### config.mk
export PLATFORM = sky130hd
export DESIGN_NAME = mem_stage_ctrl_flat
export DESIGN_NICKNAME = d
export VERILOG_FILES = /design/src/rtl/mem_stage_ctrl_if.sv /design/src/rtl/mem_stage_ctrl.sv /design/src/flat_wrapper.sv
export SDC_FILE = /design/constraint.sdc
export NUM_CORES = 1
export LEC_CHECK = 0
export CELL_PAD_IN_SITES_DETAIL_PLACEMENT = 0
export CELL_PAD_IN_SITES_GLOBAL_PLACEMENT = 1
export CORE_MARGIN = 2
export CORE_UTILIZATION = 34
export CTS_BUF_LIST = sky130_fd_sc_hd__clkbuf_16
export DETAILED_ROUTE_END_ITERATION = 12
export PLACE_DENSITY = 0.94
export SLEW_MARGIN = 10
export SYNTH_ARGS = -nofsm -noshare
export SYNTH_HDL_FRONTEND = slang
export SYNTH_SLANG_ARGS = --single-unit
### constraint.sdc
create_clock -name clk -period 11.1 [get_ports clk]
set_input_delay 1.11 -clock clk [delete_from_list [all_inputs] [get_ports clk]]
set_output_delay 1.11 -clock clk [all_outputs]
set_load 0.01 [all_outputs]
### src/rtl/mem_stage_ctrl_if.sv
// Data-memory request/acknowledge bus between the memory-stage controller (master)
// and the data memory (slave).
interface mem_stage_ctrl_if #(
    parameter int DATA_W = 64
);
    logic              mem_req;
    logic              mem_we;
    logic [DATA_W-1:0] mem_addr;
    logic [DATA_W-1:0] mem_wdata;
    logic              mem_ack;
    logic [DATA_W-1:0] mem_rdata;
    logic              mem_err;

    modport master (
        output mem_req, mem_we, mem_addr, mem_wdata,
        input  mem_ack, mem_rdata, mem_err
    );

    modport slave (
        input  mem_req, mem_we, mem_addr, mem_wdata,
        output mem_ack, mem_rdata, mem_err
    );
endinterface

### src/rtl/mem_stage_ctrl.sv
// Multi-cycle Y86-64 memory-stage controller: one access per instruction over a req/ack bus.
// Optional MEM_TIMEOUT_EN aborts an access that waits TIMEOUT cycles in REQ with status SADR.
module mem_stage_ctrl #(
    parameter int DATA_W    = 64,
    parameter int MEM_BYTES = 8192,
    parameter int TIMEOUT   = 255
) (
    input  logic              clk,
    input  logic              rst,
    input  logic              start,
    input  logic [3:0]        icode,
    input  logic [DATA_W-1:0] valE,
    input  logic [DATA_W-1:0] valA,
    input  logic [DATA_W-1:0] valP,
    input  logic              instr_valid,
    input  logic              im_error,
    mem_stage_ctrl_if.master  mem,
    output logic              stall,
    output logic              done,
    output logic [DATA_W-1:0] valM,
    output logic [1:0]        status
);
    localparam logic [1:0] SADR = 2'd0;
    localparam logic [1:0] SINS = 2'd1;
    localparam logic [1:0] SHLT = 2'd2;
    localparam logic [1:0] SAOK = 2'd3;
    localparam int         AW   = DATA_W + 1;

    typedef enum logic [1:0] {
        S_IDLE,
        S_REQ,
        S_RESP
    } state_t;

    state_t            r_state;
    state_t            w_state_next;
    logic [DATA_W-1:0] r_addr;
    logic [DATA_W-1:0] r_wdata;
    logic              r_we;
    logic              r_is_read;
    logic [DATA_W-1:0] r_valM;
    logic [1:0]        r_status;

    logic              w_is_read;
    logic              w_is_write;
    logic              w_is_mem;
    logic [DATA_W-1:0] w_addr;
    logic [DATA_W-1:0] w_wdata;
    logic [AW-1:0]     w_addr_end;
    logic              w_range_err;
    logic              w_pre_fault;
    logic [1:0]        w_pre_status;
    logic              w_timeout;
    logic              w_in_req;

    // Decode of the instruction presented by execute (only used while IDLE).
    always_comb begin
        w_is_read  = (icode == 4'h5) || (icode == 4'hB) || (icode == 4'h9);
        w_is_write = (icode == 4'h4) || (icode == 4'hA) || (icode == 4'h8);
        w_is_mem   = w_is_read || w_is_write;
        w_addr     = ((icode == 4'h9) || (icode == 4'hB)) ? valA : valE;
        w_wdata    = (icode == 4'h8) ? valP : valA;
        // One extra bit so an address near the top of the space cannot wrap into range.
        w_addr_end  = {1'b0, w_addr} + AW'(DATA_W / 8);
        w_range_err = w_is_mem && (w_addr_end > AW'(MEM_BYTES));
        w_pre_fault = im_error || !instr_valid || w_range_err;
        if (im_error || w_range_err) begin
            w_pre_status = SADR;
        end else if (!instr_valid) begin
            w_pre_status = SINS;
        end else if (icode == 4'h0) begin
            w_pre_status = SHLT;
        end else begin
            w_pre_status = SAOK;
        end
    end

`ifdef MEM_TIMEOUT_EN
    localparam int CNT_W = (TIMEOUT < 2) ? 1 : $clog2(TIMEOUT + 1);
    logic [CNT_W-1:0] r_cnt;

    always_ff @(posedge clk) begin
        if (rst) begin
            r_cnt <= '0;
        end else if (r_state == S_REQ) begin
            r_cnt <= r_cnt + 1'b1;
        end else begin
            r_cnt <= '0;
        end
    end

    assign w_timeout = (r_state == S_REQ) && (r_cnt == CNT_W'(TIMEOUT - 1));
`else
    assign w_timeout = 1'b0;
`endif

    always_ff @(posedge clk) begin
        if (rst) begin
            r_state <= S_IDLE;
        end else begin
            r_state <= w_state_next;
        end
    end

    always_comb begin
        w_state_next   = r_state;
        w_in_req       = (r_state == S_REQ);
        stall          = (r_state != S_IDLE);
        done           = (r_state == S_RESP);
        mem.mem_req    = w_in_req;
        mem.mem_we     = w_in_req && r_we;
        mem.mem_addr   = w_in_req ? r_addr : '0;
        mem.mem_wdata  = (w_in_req && r_we) ? r_wdata : '0;
        case (r_state)
            S_IDLE: begin
                if (start) begin
                    w_state_next = (w_pre_fault || !w_is_mem) ? S_RESP : S_REQ;
                end
            end
            S_REQ: begin
                if (mem.mem_ack || w_timeout) begin
                    w_state_next = S_RESP;
                end
            end
            S_RESP:  w_state_next = S_IDLE;
            default: w_state_next = S_IDLE;
        endcase
    end

    // valM/status only change on the edge entering RESP, so they hold between done pulses.
    always_ff @(posedge clk) begin
        if (rst) begin
            r_addr    <= '0;
            r_wdata   <= '0;
            r_we      <= 1'b0;
            r_is_read <= 1'b0;
            r_valM    <= '0;
            r_status  <= SAOK;
        end else begin
            case (r_state)
                S_IDLE: begin
                    if (start) begin
                        r_addr    <= w_addr;
                        r_wdata   <= w_wdata;
                        r_we      <= w_is_write;
                        r_is_read <= w_is_read;
                        if (w_pre_fault || !w_is_mem) begin
                            r_status <= w_pre_status;
                            r_valM   <= '0;
                        end
                    end
                end
                S_REQ: begin
                    if (mem.mem_ack) begin
                        r_status <= mem.mem_err ? SADR : SAOK;
                        r_valM   <= (r_is_read && !mem.mem_err) ? mem.mem_rdata : '0;
                    end else if (w_timeout) begin
                        r_status <= SADR;
                        r_valM   <= '0;
                    end
                end
                default: begin
                end
            endcase
        end
    end

    assign valM   = r_valM;
    assign status = r_status;
endmodule

### src/flat_wrapper.sv
// flat-port wrapper written by rule: the top's interface ports become plain ports
module mem_stage_ctrl_flat 
#(
    parameter int DATA_W    = 64,
    parameter int MEM_BYTES = 8192,
    parameter int TIMEOUT   = 255
)
  (clk, rst, start, icode, valE, valA, valP, instr_valid, im_error, stall, done, valM, status, mem_mem_req, mem_mem_we, mem_mem_addr, mem_mem_wdata, mem_mem_ack, mem_mem_rdata, mem_mem_err);
  mem_stage_ctrl_if #(.DATA_W(DATA_W)) mem_i ();
  input  logic clk;
  input  logic rst;
  input  logic start;
  input  logic [3:0] icode;
  input  logic [DATA_W-1:0] valE;
  input  logic [DATA_W-1:0] valA;
  input  logic [DATA_W-1:0] valP;
  input  logic instr_valid;
  input  logic im_error;
  output logic stall;
  output logic done;
  output logic [DATA_W-1:0] valM;
  output logic [1:0] status;
  output wire logic [$bits(mem_i.mem_req)-1:0] mem_mem_req;
  output wire logic [$bits(mem_i.mem_we)-1:0] mem_mem_we;
  output wire logic [$bits(mem_i.mem_addr)-1:0] mem_mem_addr;
  output wire logic [$bits(mem_i.mem_wdata)-1:0] mem_mem_wdata;
  input wire logic [$bits(mem_i.mem_ack)-1:0] mem_mem_ack;
  input wire logic [$bits(mem_i.mem_rdata)-1:0] mem_mem_rdata;
  input wire logic [$bits(mem_i.mem_err)-1:0] mem_mem_err;
  assign mem_mem_req = mem_i.mem_req;
  assign mem_mem_we = mem_i.mem_we;
  assign mem_mem_addr = mem_i.mem_addr;
  assign mem_mem_wdata = mem_i.mem_wdata;
  assign mem_i.mem_ack = mem_mem_ack;
  assign mem_i.mem_rdata = mem_mem_rdata;
  assign mem_i.mem_err = mem_mem_err;
  mem_stage_ctrl #(.DATA_W(DATA_W), .MEM_BYTES(MEM_BYTES), .TIMEOUT(TIMEOUT)) u_core (.clk(clk), .rst(rst), .start(start), .icode(icode), .valE(valE), .valA(valA), .valP(valP), .instr_valid(instr_valid), .im_error(im_error), .mem(mem_i), .stall(stall), .done(done), .valM(valM), .status(status));
endmodule
==> results of run 1 <==
cell usage after synthesis, drive strengths merged (26+ instances only):
cell type  count
a211oi       113
nor2         173
nand3        117
a21oi         26
and3          79
clkbuf        93
and2          72
buf           40
nand4         34
dfxtp        198
nor3          37
mux2i        114
nand2        174
o21ai         82
sequential cells by signal, summed over array words and instances (netlist names):
register and cells:
u_core.r_addr 64, u_core.r_wdata 64, u_core.valM 64, u_core.r_state 2
u_core.status 2, u_core.r_is_read 1, u_core.r_we 1
logic make-up after synthesis:
kind of cell             count (synthesis)  share of synthesized area
AND/OR/NAND/NOR                        757                      0.317
AO/OA/AOI/OAI                          307                      0.177
flip-flops                             198                      0.334
buffers and inverters                  143                     0.0505
multiplexers                           119                      0.101
XOR/XNOR                                27                     0.0199
adder cells (fa/ha/maj)                  1                    0.00105
cell type report:
type	instances	share of cell area
clock buffers	17	0.0247
clock inverters	15	0.0107
inverters	10	0.00232
multi-input cells	1211	0.425
flip-flops and latches	198	0.230
well taps	455	0.0330
repair buffers	476	0.274
how the worst max path moves through the flow:
stage | endpoint | depth (start not counted) | from
global placement | u_core.status[1] | 14 | icode[0]
floorplan | u_core.status[0] | 20 | icode[2]
CTS | u_core.status[0] | 14 | icode[0]
finish | u_core.status[0] | 14 | icode[0]
global route | u_core.status[0] | 15 | icode[0]
detailed placement | u_core.status[0] | 14 | icode[0]
metal layers:
layer  global-route usage  part of all wire
met3               0.0629             0.086
met2                0.446              0.47
met1                0.341              0.41
met5                    0                 0
met4               0.0975             0.028
through the flow:
step	util	hold slack [ns]	instances	cell area [sq um]	setup slack (ns)
5_1_grt	0.500	0.462	2382	17200	3.88
2_1_floorplan	-	0.427	1552	11900	5.78
6_report	0.500	0.449	2382	17200	4.39
4_1_cts	0.500	0.451	2382	17200	4.36
3_3_place_gp	0.483	0.435	2350	16600	3.97
3_5_place_dp	0.483	0.441	2350	16600	3.86
critical path: cells and delay by family:
kind,cells,cell delay (ns)
adders and majority gates,1,0.37
and+or+nand+nor,5,2.28
muxes,2,0.57
buffers and inverters,3,1.24
AOI/OAI and AO/OA,3,1.44
report_power, final:
group          internal, mW  total (mW)  switching (mW)
Sequential            0.749       0.770          0.0209
Clock                 0.342       0.663           0.321
Combinational         0.151       0.327           0.175
Total                  1.24        1.76           0.517
==> impl_metrics.json, run 1 <==
{
  "status": "completed",
  "cts.reportedPaths.clkPinSlew_ns": 0.08,
  "post-route-period-util": 0.604,
  "place.port_buffers": 464,
  "setup_repair_after_global_routing_missed_its_margin": "false",
  "sum_of_negative_setup_slack_ns": 0,
  "timing.max_cap.violations": 0,
  "initialDrtViolationCount": 996,
  "placementRows": 68,
  "num-fill-cells": 3348,
  "cp_max_fo": 81,
  "route.detailed.drc": 0,
  "r2r.worst_path.cells": 8,
  "power.leakage_nw": 6.03,
  "post_synth_num_cell_types": 70,
  "top_level_ports": 465,
  "layout_commonest_cell": "clkdlybuf4s50_1",
  "holdCritPathClass": "flop to flop",
  "worstPathCellList": "clkdlybuf4s50_1 -> and3b_4 -> mux2i_1 -> inv_1 -> ha_1 -> o21ai_1 -> nor3_1 -> mux2i_1 -> nand4_1 -> nor4_1 -> nand4_1 -> o31a_2 -> buf_4 -> o32a_1",
  "rr_endpoint": "u_core.status[0]",
  "clkLatencyLatePin_ns": 0.46,
  "total_routing_resource_utilization_after_global_routing": 0.270,
  "grt_pass1_vias": 12668,
  "worst_clock_skew_ns": 0.0120,
  "fin_crit_ns": 6.71,
  "clock_tree_from_tritoncts": "yes",
  "synth.area.top_cells": "dfxtp_1 (33%), mux2i_1 (9.5%), a211oi_1 (7.1%)",
  "finalPower_mw": 1.76,
  "post_route_cells_drive_above_1_share": 0.0363,
  "htree_num_levels": 4,
  "cts-resized-gates": 0,
  "grt_start_max_net_pins": 135,
  "n_antenna_cell": 0,
  "cts_setup_buffers": 0,
  "timing.critical_path.from_type": "input pin",
  "ys_dominant_reg_cell": "dfxtp_1",
  "timing.hold.worst_endpoint": "u_core.valM[36]",
  "antenna_violating_nets_post_route": 0,
  "multiInputGateArea_sq_um": 7330,
  "vias": 13325,
  "dieWidth_um": 191,
  "avgRoutedWirePerCell_um": 21.2,
  "max_clock_freq_mhz": 149,
  "timing.final.max_slew_violations": 0,
  "cpPeakStageDelay_ns": 0.79,
  "synthesis.yosys.warnings": 0,
  "finalSetupViolCount": 0,
  "asyncSetResetFlopFracSynth": 0,
  "most-common-layout-cells": "clkdlybuf4s50_1 (463), dfxtp_1 (197), nand2_1 (174)",
  "core_region_area_sq_um": 34500,
  "numCtsBuffers": 17,
  "final_hold_viol_count": 0,
  "synth_largest_type_area_fraction": 0.334,
  "place.gp.congestion": 0.938,
  "worstHoldStart": "u_core.valM[36]",
  "critical_path_required_ns": 11.45,
  "grt-ovfl-total": 0,
  "clock_tree.buffer_depth": 2,
  "ff_latch_area_sq_um": 3970,
  "arrival_time_of_data_at_the_critical_path_endpoint_ns": 7.05,
  "synth-edff-count": 0,
  "drt_pre_antenna_iters": 5,
  "synthesis.nets": 1820,
  "worst_path_max_delay_cell": "and3b_4",
  "clock-root-buffer": "clkbuf_16",
  "max-vdd-ir-drop_v": 0.000111,
  "synth_largest_area_cell": "dfxtp_1",
  "max_slew_margin": 0.127,
  "syn_inst": 1552,
  "die_area_sq_um": 36400,
  "chipHeight_um": 191,
  "setup.worst_path.end_class": "flop",
  "start_util": 0.344,
  "ctsHoldBuffers": 0,
  "initial_antenna_violation_count": 0,
  "ys_seq_elements": 198,
  "timing_worst_slew_pin_value_ns": 1.31,
  "power.density_nw_per_um2": 102,
  "r2r_slack_ns": 7.42,
  "global_route_wire_length_before_repair_um": 75700,
  "layout.nets": 2182,
  "category_of_the_critical_setup_timing_path": "input pin to flop",
  "sequential_cell_area_fraction_in_the_yosys_report": 0.334,
  "synth_area_per_cell_sq_um": 7.65,
  "clock_sink_count": 198,
  "hpwl_um": 37800,
  "r2r-start": "u_core.r_state[0]",
  "routed_via_density": 5.59,
  "worstHoldPathCells": 2,
  "syn-cell-area_sq_um": 11900,
  "area_growth_syn_to_layout_pct": 45.3,
  "wl_um": 50600
}
(Power assumes the default switching activity.)
==> run 2: changes to the inputs <==
Settings changed: CORE_UTILIZATION 34 to 31, PLACE_DENSITY 0.94 to 0.87.
Clock period 11.1 ns to 6.5 ns, I/O delays scaled along.
==> run 2 against run 1 <==
Power increased by 66%; critical path type unchanged; combinational power increased by 73%; critical path depth unchanged; non-clock buffer count increased by 7; final area increased by 0.64%; first-iteration DRC count decreased by 15%.
==> impl_metrics.json, run 2 (synthesis results as in run 1) <==
{
  "sum_of_negative_setup_slack_ns": 0,
  "start_util": 0.315,
  "initial_antenna_violation_count": 1,
  "critical_path.top_delay_family": "simple AND/OR/NAND/NOR gates",
  "power.density_nw_per_um2": 168,
  "cts-resized-gates": 0,
  "clock_sink_count": 198,
  "critical_path_required_ns": 6.83,
  "cpPeakStageDelay_ns": 0.64,
  "setup_repair_after_global_routing_missed_its_margin": "false",
  "category_of_the_critical_setup_timing_path": "input pin to flop",
  "n_antenna_cell": 0,
  "global_route_wire_length_before_repair_um": 75600,
  "status": "completed",
  "dpl.cell_count": 2412,
  "chipHeight_um": 200,
  "wl_um": 51100,
  "antenna_violating_nets_post_route": 0,
  "cts.reportedPaths.clkPinSlew_ns": 0.08,
  "route.detailed.drc": 0,
  "timing.hold.worst_endpoint": "u_core.valM[42]",
  "dieWidth_um": 200,
  "routed_via_density": 5.42,
  "drt_pre_antenna_iters": 5,
  "final_hold_viol_count": 0,
  "holdCritPathClass": "flop to flop",
  "finalSetupViolCount": 0,
  "layout_commonest_cell": "clkdlybuf4s50_1",
  "htree_num_levels": 4,
  "route.met2.wl_um": 23900,
  "rr_endpoint": "u_core.r_addr[20]",
  "r2r-start": "u_core.r_state[1]",
  "area_growth_syn_to_layout_pct": 46.2,
  "numCtsBuffers": 17,
  "hpwl_um": 38600,
  "placementRows": 71,
  "r2r_slack_ns": 3.71,
  "arrival_time_of_data_at_the_critical_path_endpoint_ns": 5.82,
  "post-route-period-util": 0.843,
  "worstPathCellList": "clkdlybuf4s50_1 -> nand3b_1 -> buf_12 -> or4_1 -> a222oi_1 -> nand2_1 -> o31ai_1 -> and4_1 -> nand4_1 -> o31a_2 -> buf_4 -> buf_16 -> nand3_1 -> o21ai_1",
  "met3WireLength_um": 3930,
  "avgRoutedWirePerCell_um": 20.9,
  "fin_crit_ns": 5.48,
  "top_level_ports": 465,
  "layout.nets": 2189,
  "highest_layer": "met4",
  "clock-root-buffer": "clkbuf_16",
  "worst_path_max_delay_cell": "clkdlybuf4s50_1",
  "met1_length_um": 22200,
  "r2r.worst_path.cells": 5,
  "worstHoldStart": "u_core.valM[42]",
  "clkLatencyLatePin_ns": 0.46,
  "max_clock_freq_mhz": 182,
  "timing_worst_slew_pin_value_ns": 1.11,
  "power.leakage_nw": 6.05,
  "cts_setup_buffers": 0,
  "vias": 13251,
  "final_non_filler_cells": 2445,
  "max-vdd-ir-drop_v": 0.000182,
  "grt_start_max_net_pins": 133,
  "total_routing_resource_utilization_after_global_routing": 0.248,
  "clock_tree.buffer_depth": 2,
  "worst_clock_skew_ns": 0.0144,
  "ctsHoldBuffers": 0,
  "num-fill-cells": 3772,
  "worstHoldPathCells": 2,
  "place.port_buffers": 464,
  "setup.worst_path.end_class": "flop",
  "core_region_area_sq_um": 37700,
  "timing.final.max_slew_violations": 0,
  "die_area_sq_um": 39900,
  "grt_pass1_vias": 12579,
  "cp_max_fo": 86,
  "worst-path-buf-inv": 4,
  "clock_tree_from_tritoncts": "yes",
  "place.gp.congestion": 0.932,
  "post_route_cells_drive_above_1_share": 0.0377,
  "timing.critical_path.from_type": "input pin",
  "initialDrtViolationCount": 844,
  "max_slew_margin": 0.257,
  "timing.max_cap.violations": 0,
  "most-common-layout-cells": "clkdlybuf4s50_1 (463), dfxtp_1 (197), nand2_1 (174)",
  "grt-ovfl-total": 0
}
[run 2: cell types whose count changed in the layout (fill, tap and decap cells not counted), sizes merged]
cell / before / now
inv: 17 / 16
bufinv: 2 / 0
buf: 13 / 20
clkinv: 4 / 7
[run 2: worst reg2reg max path: stages (launching register included)]
cell,delay (ns)
dfxtp_1,0.32
nor2_1,0.29
and2_4,0.80
buf_4,0.87
nor2_1,0.14
a311oi_1,0.28
[run 2: metrics by stage]
step                utilization  setup WS (ns)  cell area [sq um]  power, mW  hold slack, ns
global route              0.461          0.853              17400       3.04           0.460
detailed placement        0.445          0.599              16800       1.90           0.439
global placement          0.445          0.749              16800       1.89           0.435
CTS                       0.460           1.07              17300       2.95           0.451
floorplan                     -           1.64              11900       1.60           0.427
finish                    0.461           1.02              17400       2.92           0.448
[run 2: cell type report]
| cell class | instances | area [sq um] | share of cell area |
|---|---|---|---|
| flip-flops and latches | 198 | 3970 | 0.228 |
| repair buffers | 483 | 4830 | 0.278 |
| inverters | 10 | 40.0 | 0.00231 |
| clock buffers | 17 | 425 | 0.0245 |
| multi-input cells | 1211 | 7330 | 0.422 |
| clock inverters | 15 | 128 | 0.00735 |
| well taps | 511 | 639 | 0.0368 |
[run 2: power by group]
part | leakage, nW | switching [mW] | internal (mW) | total, mW
sequential | 1.63 | 0.0311 | 1.28 | 1.31
combinational | 4.16 | 0.303 | 0.262 | 0.565
clock | 0.269 | 0.544 | 0.501 | 1.05
[run 2: worst max path at each step]
stage	start	endpoint	slack, ns	cells after the start
global placement	icode[0]	u_core.status[0]	0.75	13
floorplan	icode[2]	u_core.status[0]	1.64	20
detailed placement	icode[0]	u_core.status[0]	0.60	14
finish	icode[0]	u_core.valM[58]	1.02	14
CTS	icode[0]	u_core.status[1]	1.07	13
global route	icode[0]	u_core.valM[58]	0.85	14
[run 2: metal layers]
metal  GRT usage  up-vias
met5           0        -
met4      0.0790        0
met3      0.0555       60
met2       0.413      527
met1       0.319     6254
li1            -     6410
==> run 3: changes to the inputs <==
Settings changed: CORE_UTILIZATION 31 to 28, PLACE_DENSITY 0.87 to 0.83.
Clock period 6.5 ns to 4.9 ns, I/O delays scaled along.
==> run 3 against run 2 <==
Clock power grew 42%; wire length grew 5.3%; critical path depth shrank 1; non-clock buffer count grew 50; utilization shrank 3.4 points; final cell count grew 3.2%.
==> impl_metrics.json, run 3 (synthesis results as in run 1) <==
{
  "layout_setup_ws_ns": 0.120,
  "power.density_nw_per_um2": 225,
  "max_slew_margin": 0.265,
  "worst_path_max_delay_cell": "a222oi_1",
  "arrival_time_of_data_at_the_critical_path_endpoint_ns": 5.22,
  "max-vdd-ir-drop_v": 0.000181,
  "worstPathCellList": "clkdlybuf4s50_1 -> nand3b_1 -> buf_12 -> or4_1 -> a222oi_1 -> nand2_1 -> o31ai_1 -> and4_1 -> nand4_1 -> o31a_2 -> buf_12 -> o211ai_1 -> o32a_1",
  "cp_max_fo": 42,
  "timing_worst_slew_pin_value_ns": 1.10,
  "avgRoutedWirePerCell_um": 21.4,
  "grt_start_max_net_pins": 105,
  "total_routing_resource_utilization_after_global_routing": 0.238,
  "wl_um": 53900,
  "clock_tree_from_tritoncts": "yes",
  "post-route-period-util": 0.976,
  "dieWidth_um": 210,
  "timing.final.max_slew_violations": 0,
  "finalSetupViolCount": 0,
  "r2r-start": "u_core.r_state[1]",
  "critPathMostFrequentCell": "buf_12",
  "setup.worst_path.end": "u_core.status[1]",
  "chipHeight_um": 210,
  "place.gp.congestion": 0.932,
  "top_level_ports": 465,
  "status": "completed",
  "hpwl_um": 41000,
  "clkLatencyLatePin_ns": 0.50,
  "drt_pre_antenna_iters": 5,
  "place.port_buffers": 464,
  "p_clk_frac": 0.371,
  "initial_antenna_violation_count": 2,
  "grt_pass1_vias": 12874,
  "rr_endpoint": "u_core.status[1]",
  "setup.worst_path.end_class": "flop",
  "r2r_slack_ns": 2.41,
  "most-common-layout-cells": "clkdlybuf4s50_1 (463), dfxtp_1 (197), nand2_1 (174)",
  "numCtsBuffers": 17,
  "power.leakage_nw": 6.33,
  "r2r.worst_path.cells": 8,
  "clock_sink_count": 198,
  "num-fill-cells": 4240,
  "start_util": 0.284,
  "final_hold_viol_count": 0,
  "cts.reportedPaths.clkPinSlew_ns": 0.08,
  "placementRows": 75,
  "post_route_cells_drive_above_1_share": 0.0640,
  "p_int_mw": 2.79,
  "category_of_the_critical_setup_timing_path": "input pin to flop",
  "timing.critical_path.from_type": "input pin",
  "layout_commonest_cell": "clkdlybuf4s50_1",
  "antenna_violating_nets_post_route": 0,
  "cpPeakStageDelay_ns": 0.70,
  "worst_clock_skew_ns": 0.0145,
  "grt-ovfl-total": 0,
  "ctsHoldBuffers": 0,
  "fin_crit_ns": 4.78,
  "htree_num_levels": 4,
  "initialDrtViolationCount": 1273,
  "comb_power_share": 0.195,
  "power.sequential.fraction": 0.434,
  "sw_power_mw": 1.23,
  "worstHoldStart": "u_core.valM[18]",
  "power_switching_share": 0.305,
  "clock_tree.buffer_depth": 2,
  "vias": 13500,
  "global_route_wire_length_before_repair_um": 79800,
  "layout.nets": 2239,
  "area_growth_syn_to_layout_pct": 50.6,
  "timing.max_cap.violations": 0,
  "critical_path_required_ns": 5.34,
  "routed_via_density": 5.35,
  "finalPower_mw": 4.02,
  "holdCritPathClass": "flop to flop",
  "n_antenna_cell": 0,
  "max_clock_freq_mhz": 209,
  "setup_repair_after_global_routing_missed_its_margin": "false",
  "route.detailed.drc": 0,
  "clock-root-buffer": "clkbuf_16",
  "die_area_sq_um": 44100,
  "core_region_area_sq_um": 41900,
  "startpoint_of_the_worst_setup_timing_path": "icode[0]",
  "dp_worst_setup_slack_ns": -0.270
}
run 3: changes by cell type in the layout (fill, tap and decap cells not counted), sizes merged:
cell / before / now
buf: 20 / 70
clkinv: 7 / 5
bufinv: 0 / 1
inv: 16 / 17
run 3: worst min-delay path by stage:
stage | endpoint | cells past startpoint
CTS | u_core.r_we | 2
detailed placement | u_core.valM[21] | 2
floorplan | u_core.r_is_read | 2
finish | u_core.valM[18] | 2
global placement | u_core.valM[21] | 2
global route | u_core.r_we | 2
run 3: timing repair:
action | in CTS | in global routing
gates resized for setup | 0 | 0
setup endpoints to repair | 0 | 6
setup buffers | 0 | 0
run 3: per-stage QoR:
stage | area [sq um] | util | std cells | TNS, ns | hold slack (ns)
2_1_floorplan | 11900 | - | 1552 | 0 | 0.427
4_1_cts | 17900 | 0.427 | 2523 | 0 | 0.426
3_3_place_gp | 17300 | 0.413 | 2491 | -10.34 | 0.434
5_1_grt | 17900 | 0.427 | 2523 | 0 | 0.457
6_report | 17900 | 0.427 | 2523 | 0 | 0.448
3_5_place_dp | 17300 | 0.413 | 2491 | -14.27 | 0.440
run 3: final cells by class:
class	instances	area (sq um)	share of cell area
inverters	10	40.0	0.00224
flip-flops and latches	198	3970	0.222
clock buffers	17	425	0.0238
clock inverters	15	164	0.00917
multi-input cells	1211	7330	0.410
well taps	539	674	0.0377
repair buffers	533	5280	0.295
run 3: metal layers:
metal	vias to the layer above	global-route usage	part of all wire
met5	-	0	0.00011
li1	6508	-	-
met3	67	0.0685	0.074
met4	2	0.0756	0.021
met2	530	0.400	0.48
met1	6393	0.294	0.43
run 3: critical path: cells and delay by family:
kind                   cells  cell delay, ns
AOI/OAI and AO/OA          5            1.97
and+or+nand+nor            5            1.63
buffers and inverters      3            1.10
run 3: power groups by stage:
stage          combinational [mW]  clock (mW)  sequential [mW]
2_1_floorplan               0.359           0             1.76
3_3_place_gp                0.772           0             1.78
3_5_place_dp                0.777           0             1.78
4_1_cts                     0.781        1.55             1.74
5_1_grt                     0.847        1.61             1.75
6_report                    0.783        1.49             1.74
